`config.mk`:
```
export PLATFORM = sky130hd
export DESIGN_NAME = hack_cpu_core
export DESIGN_NICKNAME = d
export VERILOG_FILES = /design/src/rtl/hack_cpu_core.sv
export SDC_FILE = /design/constraint.sdc
export NUM_CORES = 1
export LEC_CHECK = 0
export ABC_AREA = 1
export CAP_MARGIN = 10
export CORE_ASPECT_RATIO = 1.75
export CORE_MARGIN = 4
export CORE_UTILIZATION = 43
export DETAILED_ROUTE_END_ITERATION = 10
export PLACE_DENSITY_LB_ADDON = 0.25
export SLEW_MARGIN = 0
export SYNTH_ARGS = -nofsm -noshare
export SYNTH_HDL_FRONTEND = slang
export SYNTH_SLANG_ARGS = --single-unit
```
`constraint.sdc`:
```
create_clock -name clk -period 4.3 [get_ports clk]
set_clock_uncertainty 0.15 [all_clocks]
set_input_delay 1.075 -clock clk [delete_from_list [all_inputs] [get_ports clk]]
set_output_delay 1.075 -clock clk [all_outputs]
set_load 0.1 [all_outputs]
```
`src/rtl/hack_cpu_core.sv`:
```
// Multicycle Hack CPU control/register stage.
// Holds A, D, PC and drives the external ALU and a req/ack data bus.
module hack_cpu_core (
  input  logic        clk,
  input  logic        reset,
  output logic [14:0] rom_addr,
  input  logic [15:0] rom_data,
  output logic        mem_req,
  output logic        mem_we,
  output logic [14:0] mem_addr,
  output logic [15:0] mem_wdata,
  input  logic [15:0] mem_rdata,
  input  logic        mem_ack,
  output logic [15:0] alu_x,
  output logic [15:0] alu_y,
  output logic        alu_zx,
  output logic        alu_nx,
  output logic        alu_zy,
  output logic        alu_ny,
  output logic        alu_f,
  output logic        alu_no,
  input  logic [15:0] alu_out,
  input  logic        alu_zr,
  input  logic        alu_ng,
  output logic [15:0] dbg_a,
  output logic [15:0] dbg_d,
  output logic [14:0] dbg_pc
);

  typedef enum logic [2:0] {
    S_FETCH,
    S_DECODE,
    S_MREAD,
    S_EXEC,
    S_MWRITE
  } state_t;

  state_t state;
  state_t state_nxt;

  logic [15:0] a;
  logic [15:0] d;
  logic [14:0] pc;
  logic [15:0] ir;
  logic [15:0] m_reg;
  logic [15:0] r;
  logic [14:0] waddr;
  logic [14:0] next_pc;

  logic        is_c;
  logic        sel_m;
  logic        dst_a;
  logic        dst_d;
  logic        dst_m;
  logic        jump;
  logic [14:0] pc_inc;
  logic [14:0] pc_sel;

  assign is_c   = ir[15];
  assign sel_m  = ir[12];
  assign dst_a  = ir[5];
  assign dst_d  = ir[4];
  assign dst_m  = ir[3];
  assign pc_inc = pc + 15'd1;

  assign jump = (ir[2] & alu_ng)
              | (ir[1] & alu_zr)
              | (ir[0] & ~alu_zr & ~alu_ng);

  // Jump target is always the A value seen before this instruction's dA write.
  assign pc_sel = jump ? a[14:0] : pc_inc;

  assign rom_addr = pc;
  assign dbg_a    = a;
  assign dbg_d    = d;
  assign dbg_pc   = pc;

  assign alu_x  = d;
  assign alu_y  = sel_m ? m_reg : a;
  assign alu_zx = ir[11];
  assign alu_nx = ir[10];
  assign alu_zy = ir[9];
  assign alu_ny = ir[8];
  assign alu_f  = ir[7];
  assign alu_no = ir[6];

  always_ff @(posedge clk or posedge reset) begin
    if (reset) begin
      state <= S_FETCH;
    end else begin
      state <= state_nxt;
    end
  end

  always_comb begin
    state_nxt = state;
    unique case (state)
      S_FETCH: begin
        state_nxt = S_DECODE;
      end
      S_DECODE: begin
        if (!is_c) begin
          state_nxt = S_FETCH;
        end else if (sel_m) begin
          state_nxt = S_MREAD;
        end else begin
          state_nxt = S_EXEC;
        end
      end
      S_MREAD: begin
        if (mem_ack) begin
          state_nxt = S_EXEC;
        end
      end
      S_EXEC: begin
        state_nxt = dst_m ? S_MWRITE : S_FETCH;
      end
      S_MWRITE: begin
        if (mem_ack) begin
          state_nxt = S_FETCH;
        end
      end
      default: begin
        state_nxt = S_FETCH;
      end
    endcase
  end

  // Bus strobes come straight from the state register so reset kills them at once.
  always_comb begin
    mem_req   = 1'b0;
    mem_we    = 1'b0;
    mem_addr  = a[14:0];
    mem_wdata = r;
    unique case (state)
      S_MREAD: begin
        mem_req = 1'b1;
      end
      S_MWRITE: begin
        mem_req  = 1'b1;
        mem_we   = 1'b1;
        mem_addr = waddr;
      end
      default: begin
        mem_req = 1'b0;
      end
    endcase
  end

  always_ff @(posedge clk or posedge reset) begin
    if (reset) begin
      a       <= '0;
      d       <= '0;
      pc      <= '0;
      ir      <= '0;
      m_reg   <= '0;
      r       <= '0;
      waddr   <= '0;
      next_pc <= '0;
    end else begin
      unique case (state)
        S_FETCH: begin
          ir <= rom_data;
        end
        S_DECODE: begin
          if (!is_c) begin
            a  <= {1'b0, ir[14:0]};
            pc <= pc_inc;
          end
        end
        S_MREAD: begin
          if (mem_ack) begin
            m_reg <= mem_rdata;
          end
        end
        S_EXEC: begin
          waddr   <= a[14:0];
          r       <= alu_out;
          next_pc <= pc_sel;
          if (dst_a) begin
            a <= alu_out;
          end
          if (dst_d) begin
            d <= alu_out;
          end
          if (!dst_m) begin
            pc <= pc_sel;
          end
        end
        S_MWRITE: begin
          if (mem_ack) begin
            pc <= next_pc;
          end
        end
        default: begin
          ir <= ir;
        end
      endcase
    end
  end

endmodule
```
# Word level (Yosys, flattened, before mapping)
# Cells that the tools add are included.
# Widths: inputs -> output; s select.
[classes]
addsub = 1
mul = 0
div = 0
magnitude_cmp = 0
eq_ne = 9
n_shift = 0
n_mux = 18
n_bitwise = 8
reduce_logical = 9
[op_table]
columns = ["cell", "n"]
rows = [
  ["$mux 15", 5],
  ["$mux 16", 3],
  ["$pmux 15 s3", 1],
  ["$pmux 16 s2", 1],
  ["$add 15x1->15 const B", 1],
  ["$pmux 3 s5", 1],
  ["$ne 2x2->1 const B", 5],
  ["$mux 3", 3],
  ["$eq 3x2->1 const B", 2],
  ["$reduce_and 2->1", 3],
  ["$and 1x1->1", 4],
  ["$reduce_and 4->1", 1],
  ["$eq 3x1->1 const B", 1],
  ["$eq 3x3->1 const B", 1],
  ["$logic_not 3->1", 1],
  ["$mux 1", 3],
  ["$reduce_and 3->1", 1],
  ["$reduce_bool 3->1", 1],
  ["$mux 2", 1],
  ["$not 1->1", 2],
  ["$or 1x1->1", 2],
  ["$reduce_bool 2->1", 1],
  ["$reduce_or 2->1", 1],
]
[totals]
ff_bits = 128
latchBits = 0
ram_bits = 0
romBits = 0
in_bits = 53
out_inout_bits = 133
word_cells = 54
mem_count = 0

# Logic depth before layout (Yosys ltp)
# Gate-level depths: netlist of run 1.
[logic_depth]
ltp_word = 7
ltp_mapped = 11
mapped_depth_nobuf = 11

# Worst setup path before layout of run 1
# OpenSTA, ideal clock, no wires.
[synth_path]
path_type = "reg2out"
from = "register state[0]"
to = "output mem_addr[10]"
arrival_ps = 3354
required_time_ps = 3075
slack_ps = -279
path_stages_with_launch = 7
n_path_buf = 2
path_cell_list = "dfrtp_1 nor2_2 nand2_2 inv_2 buf_2 buf_2 o21ai_0"
[synth_between]
elab_chain_cells = 2
[synth_lines]
columns = ["item", "line_no", "rtl"]
rows = [
  ["start, declared", "38", "state_t state;"],
  ["start signal, assigned", "91", "state <= state_nxt;"],
  ["$eq 3x3->1", "135", "unique case (state)"],
  ["$mux 15", "135", ""],
  ["end, declared", "10", "output logic [14:0] mem_addr,"],
]
# No other way between the ends.

# Final worst setup path of run 1
[layout_path]
from = "register state[0]"
to = "output mem_addr[12]"
# Same word-level chain as after synthesis.

==> results.ini, run 1 <==
[clocking]
clock_sinks = 128
clk_latency_ns = 0.41
cts_hold_buf = 0
cts_resized = 0
clockBufferDepth = 2
cts_setup_buffers = 0
cts_made_buffers = 17
cts-root-buf = clkbuf_16
htree_levels = 4
clkSlewWorstSetupHoldPaths_ns = 0.06
cts_tree = yes

[finish]
final_area_um2 = 8530
final-instance-count-excl-fill = 1082
layout_common_cells = nand2_1, clkdlybuf4s50_1, dfrtp_1
final_common_cell = nand2_1
area_delta_synth_final_pct = 36.9
fin_util_pct = 59.7
antenna_cells = 0
drive_above_1_share_pct = 11.9
final_nets = 943

[grt]
grtUsageMet3_pct = 6.67
top_usage_layer = met2
met2_usage_pct = 38.3
overflow = 0
antenna_found_initial = 0
grt_usage_pct = 22.6
grt_pass1_wl_um = 29100
grt_pass1_vias = 5315
met1_usage_pct = 25.7
grt_start_max_net_pins = 112

[place]
dp_worst_setup_slack_ns = 1.23
routabilityCongestion = 0.832
numPortBuffers = 185
dpl.hpwl_um = 13200
detailed_place.area_um2 = 7890
post-place-cells = 1050

[setup_path]
setup.worst_path.start_class = flip-flop
crit_fanout = 41
r2r_end = dbg_pc[4]
ff2ff_setup_slack_ns = 1.93
worstSetupEndpointType = primary output
r2r_start = state[2]
critPathKind = reg -> out
arrival_ns = 2.26
r2r_cells = 10
required_ns = 3.07

[route]
drt_iter0_drc = 338
vias = 5469
wl_per_cell_um = 16.9
drc_errors = 0
routed_via_density = 5.05
ant_nets = 0
finalWirelength_um = 18300
drt-pass1-iter-count = 5

[floorplanning]
die_w_um = 99.0
die_area_um2 = 16600
coreArea_um2 = 14300
rows = 58
ioPinCount = 186
initial_core_util_pct = 43.6
die_h_um = 167

[timing]
post-route-period-util_pct = 81.0
max_freq_mhz = 287
slew_viol_final = 0
setup_viol = 0
rsz0062_at_grt = no
min_period_ns = 3.48
finalHoldViolations = 0
worst_slack_ns = 0.819
max_slew.worst_pin.slew_ns = 1.07
slew_headroom_pct = 28.6

[synth]
ys_types = 33
synthDominantCellAreaShare_pct = 51.4
avgSynthCellArea_um2 = 8.39
synth.yosys.warnings = 0
synth_area_leaders = dfrtp_1, nand2_1, o21ai_0, mux2_2, buf_4
synth-seq-cells = 128
yosysTopAreaCell = dfrtp_1
synth_area_um2 = 6240
seq_area_frac_synth_pct = 51.4
synth_nets = 797
synth_cells = 743

[hold_path]
min_to = mem_wdata[4]
hold_depth = 2
min-delay-path-class = reg -> reg
min_from = mem_wdata[4]

[job]
maxCapViolations = 0

[status]
status = finished, final reports clean

## area by class of cell
class,count,area [um2]
clock buffer,19,433
clock inverter,13,211
fill,1251,5760
inverter,67,255
multi-input combinational,486,2400
sequential,128,3200
tap,180,225
timing repair buffer,189,1810
## critical path, stage by stage (launching register included)
cell,delay [ns]
dfrtp_1,0.43
nor2_2,0.19
nand2_2,0.17
inv_2,0.50
nand2_1,0.10
o21ai_0,0.12
buf_4,0.33
## worst max-delay path by stage
stage,startpoint,end,slack [ns]
global placement,alu_zr,next_pc[1],1.30
floorplan,state[0],mem_addr[10],-0.28
finish,state[0],mem_addr[12],0.82
global route,state[0],mem_addr[10],0.60
detailed placement,alu_zr,next_pc[1],1.23
CTS,state[0],mem_addr[12],0.82
## kinds of logic after synthesis
logic type / synth area share (%)
buffers and inverters: 10.2
XOR/XNOR: 0.562
multiplexers: 5.78
AND/OR/NAND/NOR: 20.0
adder cells (fa/ha/maj): 0.201
flip-flops: 51.4
AO/OA/AOI/OAI: 11.9
## metrics by stage
stage	hold slack, ns	TNS (ns)
after global routing	0.342	0
after detailed placement	0.312	0
after CTS	0.326	0
after global placement	0.304	0
after floorplan	0.299	-2.51
final	0.321	0
## layer usage
metal,vias to the layer above,share of wire [%]
met5,-,0
met4,0,4.4
met3,33,5.7
met2,189,52
met1,2590,38
li1,2657,-
## cell usage after synthesis (all sizes together)
master,number
a21boi,1
a21oi,36
a31oi,1
a32oi,1
buf,53
clkbuf,9
dfrtp,128
ha,1
inv,67
mux2,32
nand2,208
nand3,24
nand4,5
nor2,66
nor3,4
o211ai,4
o21a,1
o21ai,94
o21bai,1
o22ai,3
xor2,4
Power of run 1 is left out: the tool's default activity adds up to more than one toggle a clock period on the data nets, which glitch-free logic cannot reach.
==> run 2: changes to the inputs <==
Settings changed: CORE_UTILIZATION 43 to 48.
Clock period 4.3 ns to 3.37 ns, I/O delays scaled along.
==> run 2 against run 1 <==
Against the previous run: critical path depth did not move; via count increased by 4.9%; first-iteration DRC count up 15%; routed wire length increased by 3.5%; flip-flop and latch count did not move; die area decreased by 9.8%; cell area up 2.5%; critical endpoint is now mem_addr[11].
==> results.ini, run 2 (synthesis results as in run 1) <==
[status]
status = finished, final reports clean

[finish]
layout_common_cells = nand2_1, dfrtp_1, buf_4
final_nets = 948  ; +0.53%
fillers = 957  ; -24%
final-instance-count-excl-fill = 1076  ; -0.55%
area_delta_synth_final_pct = 40.3
multi_input_area_um2 = 2480  ; +3.4%
drive_above_1_share_pct = 25.5  ; +14 points
seq_area_um2 = 3200  ; unchanged
final_common_cell = nand2_1
fin_util_pct = 69.3  ; +9.6 points

[place]
routabilityCongestion = 0.904  ; +8.6%
dpl.hpwl_um = 14200  ; +7.8%
numPortBuffers = 185  ; unchanged
post-place-cells = 1043  ; -0.67%

[setup_path]
ff2ff_setup_slack_ns = 0.92  ; -1.01 ns
worstSetupEndpointType = primary output
setup.worst_path.start_class = flip-flop
arrival_ns = 2.27  ; about the same
required_ns = 2.38  ; -0.69 ns
crit_fanout = 32  ; -22%
critPathKind = reg -> out

[timing]
timing.hold.ws_ns = 0.324  ; +0.00295 ns
max_slew.worst_pin.slew_ns = 1.17  ; +0.0990 ns
min_period_ns = 3.26
slew_viol_final = 0  ; unchanged
setup_viol = 0  ; unchanged
max_freq_mhz = 307
slew_headroom_pct = 21.9  ; -6.7 points
finalHoldViolations = 0  ; unchanged
post-route-period-util_pct = 96.7
rsz0062_at_grt = yes
setup-tns-final_ns = 0  ; unchanged

[grt]
grt_pass1_wl_um = 30500  ; +5.0%
grt_pass1_vias = 5873  ; +10%
antenna_found_initial = 1  ; +1
grt_usage_pct = 26.4  ; +3.8 points
grt_start_max_net_pins = 69  ; -38%
overflow = 0  ; unchanged

[clocking]
clk_latency_ns = 0.42  ; about the same
cts_hold_buf = 0  ; unchanged
cts_setup_buffers = 0  ; unchanged
clkSlewWorstSetupHoldPaths_ns = 0.05  ; about the same
clockBufferDepth = 2  ; unchanged
htree_levels = 4  ; unchanged
cts_made_buffers = 17  ; unchanged
cts_tree = yes
cts-root-buf = clkbuf_16
cts_resized = 0  ; unchanged
clock_sinks = 128  ; unchanged

[floorplanning]
die_area_um2 = 15000  ; -9.8%
coreArea_um2 = 12600  ; -12%
ioPinCount = 186  ; unchanged
initial_core_util_pct = 49.4  ; +5.7 points
die_w_um = 94.2  ; -4.9%
die_h_um = 159  ; -5.1%
rows = 54  ; -6.9%

[route]
finalWirelength_um = 19000  ; +3.5%
drt_iter0_drc = 388  ; +15%
vias = 5738  ; +4.9%
drt-pass1-iter-count = 7  ; +2
wl_per_cell_um = 17.6  ; +4.1%
drc_errors = 0  ; unchanged
routed_via_density = 5.33  ; +5.5%
ant_nets = 0  ; unchanged

[hold_path]
min-delay-path-class = reg -> reg

[job]
maxCapViolations = 0  ; unchanged

run 2: path summary, 6_finish.rpt:
path                                   start            to  cells past startpoint
worst max-delay path                state[0]  mem_addr[11]                      6
worst min-delay path            mem_wdata[4]  mem_wdata[4]                      2
worst max register to register      state[0]     dbg_pc[8]                      9
worst min register to register  mem_wdata[4]  mem_wdata[4]                      2
max in group asynchronous              reset     dbg_pc[6]                      3
min in group asynchronous              reset      m_reg[9]                      2
run 2: per-stage QoR:
stage	setup WS, ns	instance area, um2
2_1_floorplan	-0.976	6320
3_3_place_gp	0.372	8150
3_5_place_dp	0.246	8150
4_1_cts	0.0987	8750
5_1_grt	-0.0188	8750
6_report	0.112	8750
run 2: metal layers:
layer	GRT usage [%]	up-vias	part of all wire, %
met5	0	-	0
met4	14.5	0	4.7
met3	5.82	58	6.9
met2	45.9	255	53
met1	29.2	2755	35
li1	-	2670	-
run 2: area by class of cell:
cell class	count	share of cell area, %
Sequential cell	128	36.6
Multi-Input combinational cell	486	28.3
Timing Repair Buffer	194	22.8
Clock buffer	23	5.35
Inverter	67	2.92
Tap cell	168	2.40
Clock inverter	9	1.52
Antenna cell	1	0.0286
run 2: critical path: stages, from the launching register on:
cell,delay [ns]
dfrtp_1,0.43
nor2_2,0.18
nand2_2,0.18
inv_2,0.47
nand2_1,0.13
o21ai_0,0.22
buf_12,0.24
Power of run 2 is left out for the same reason.
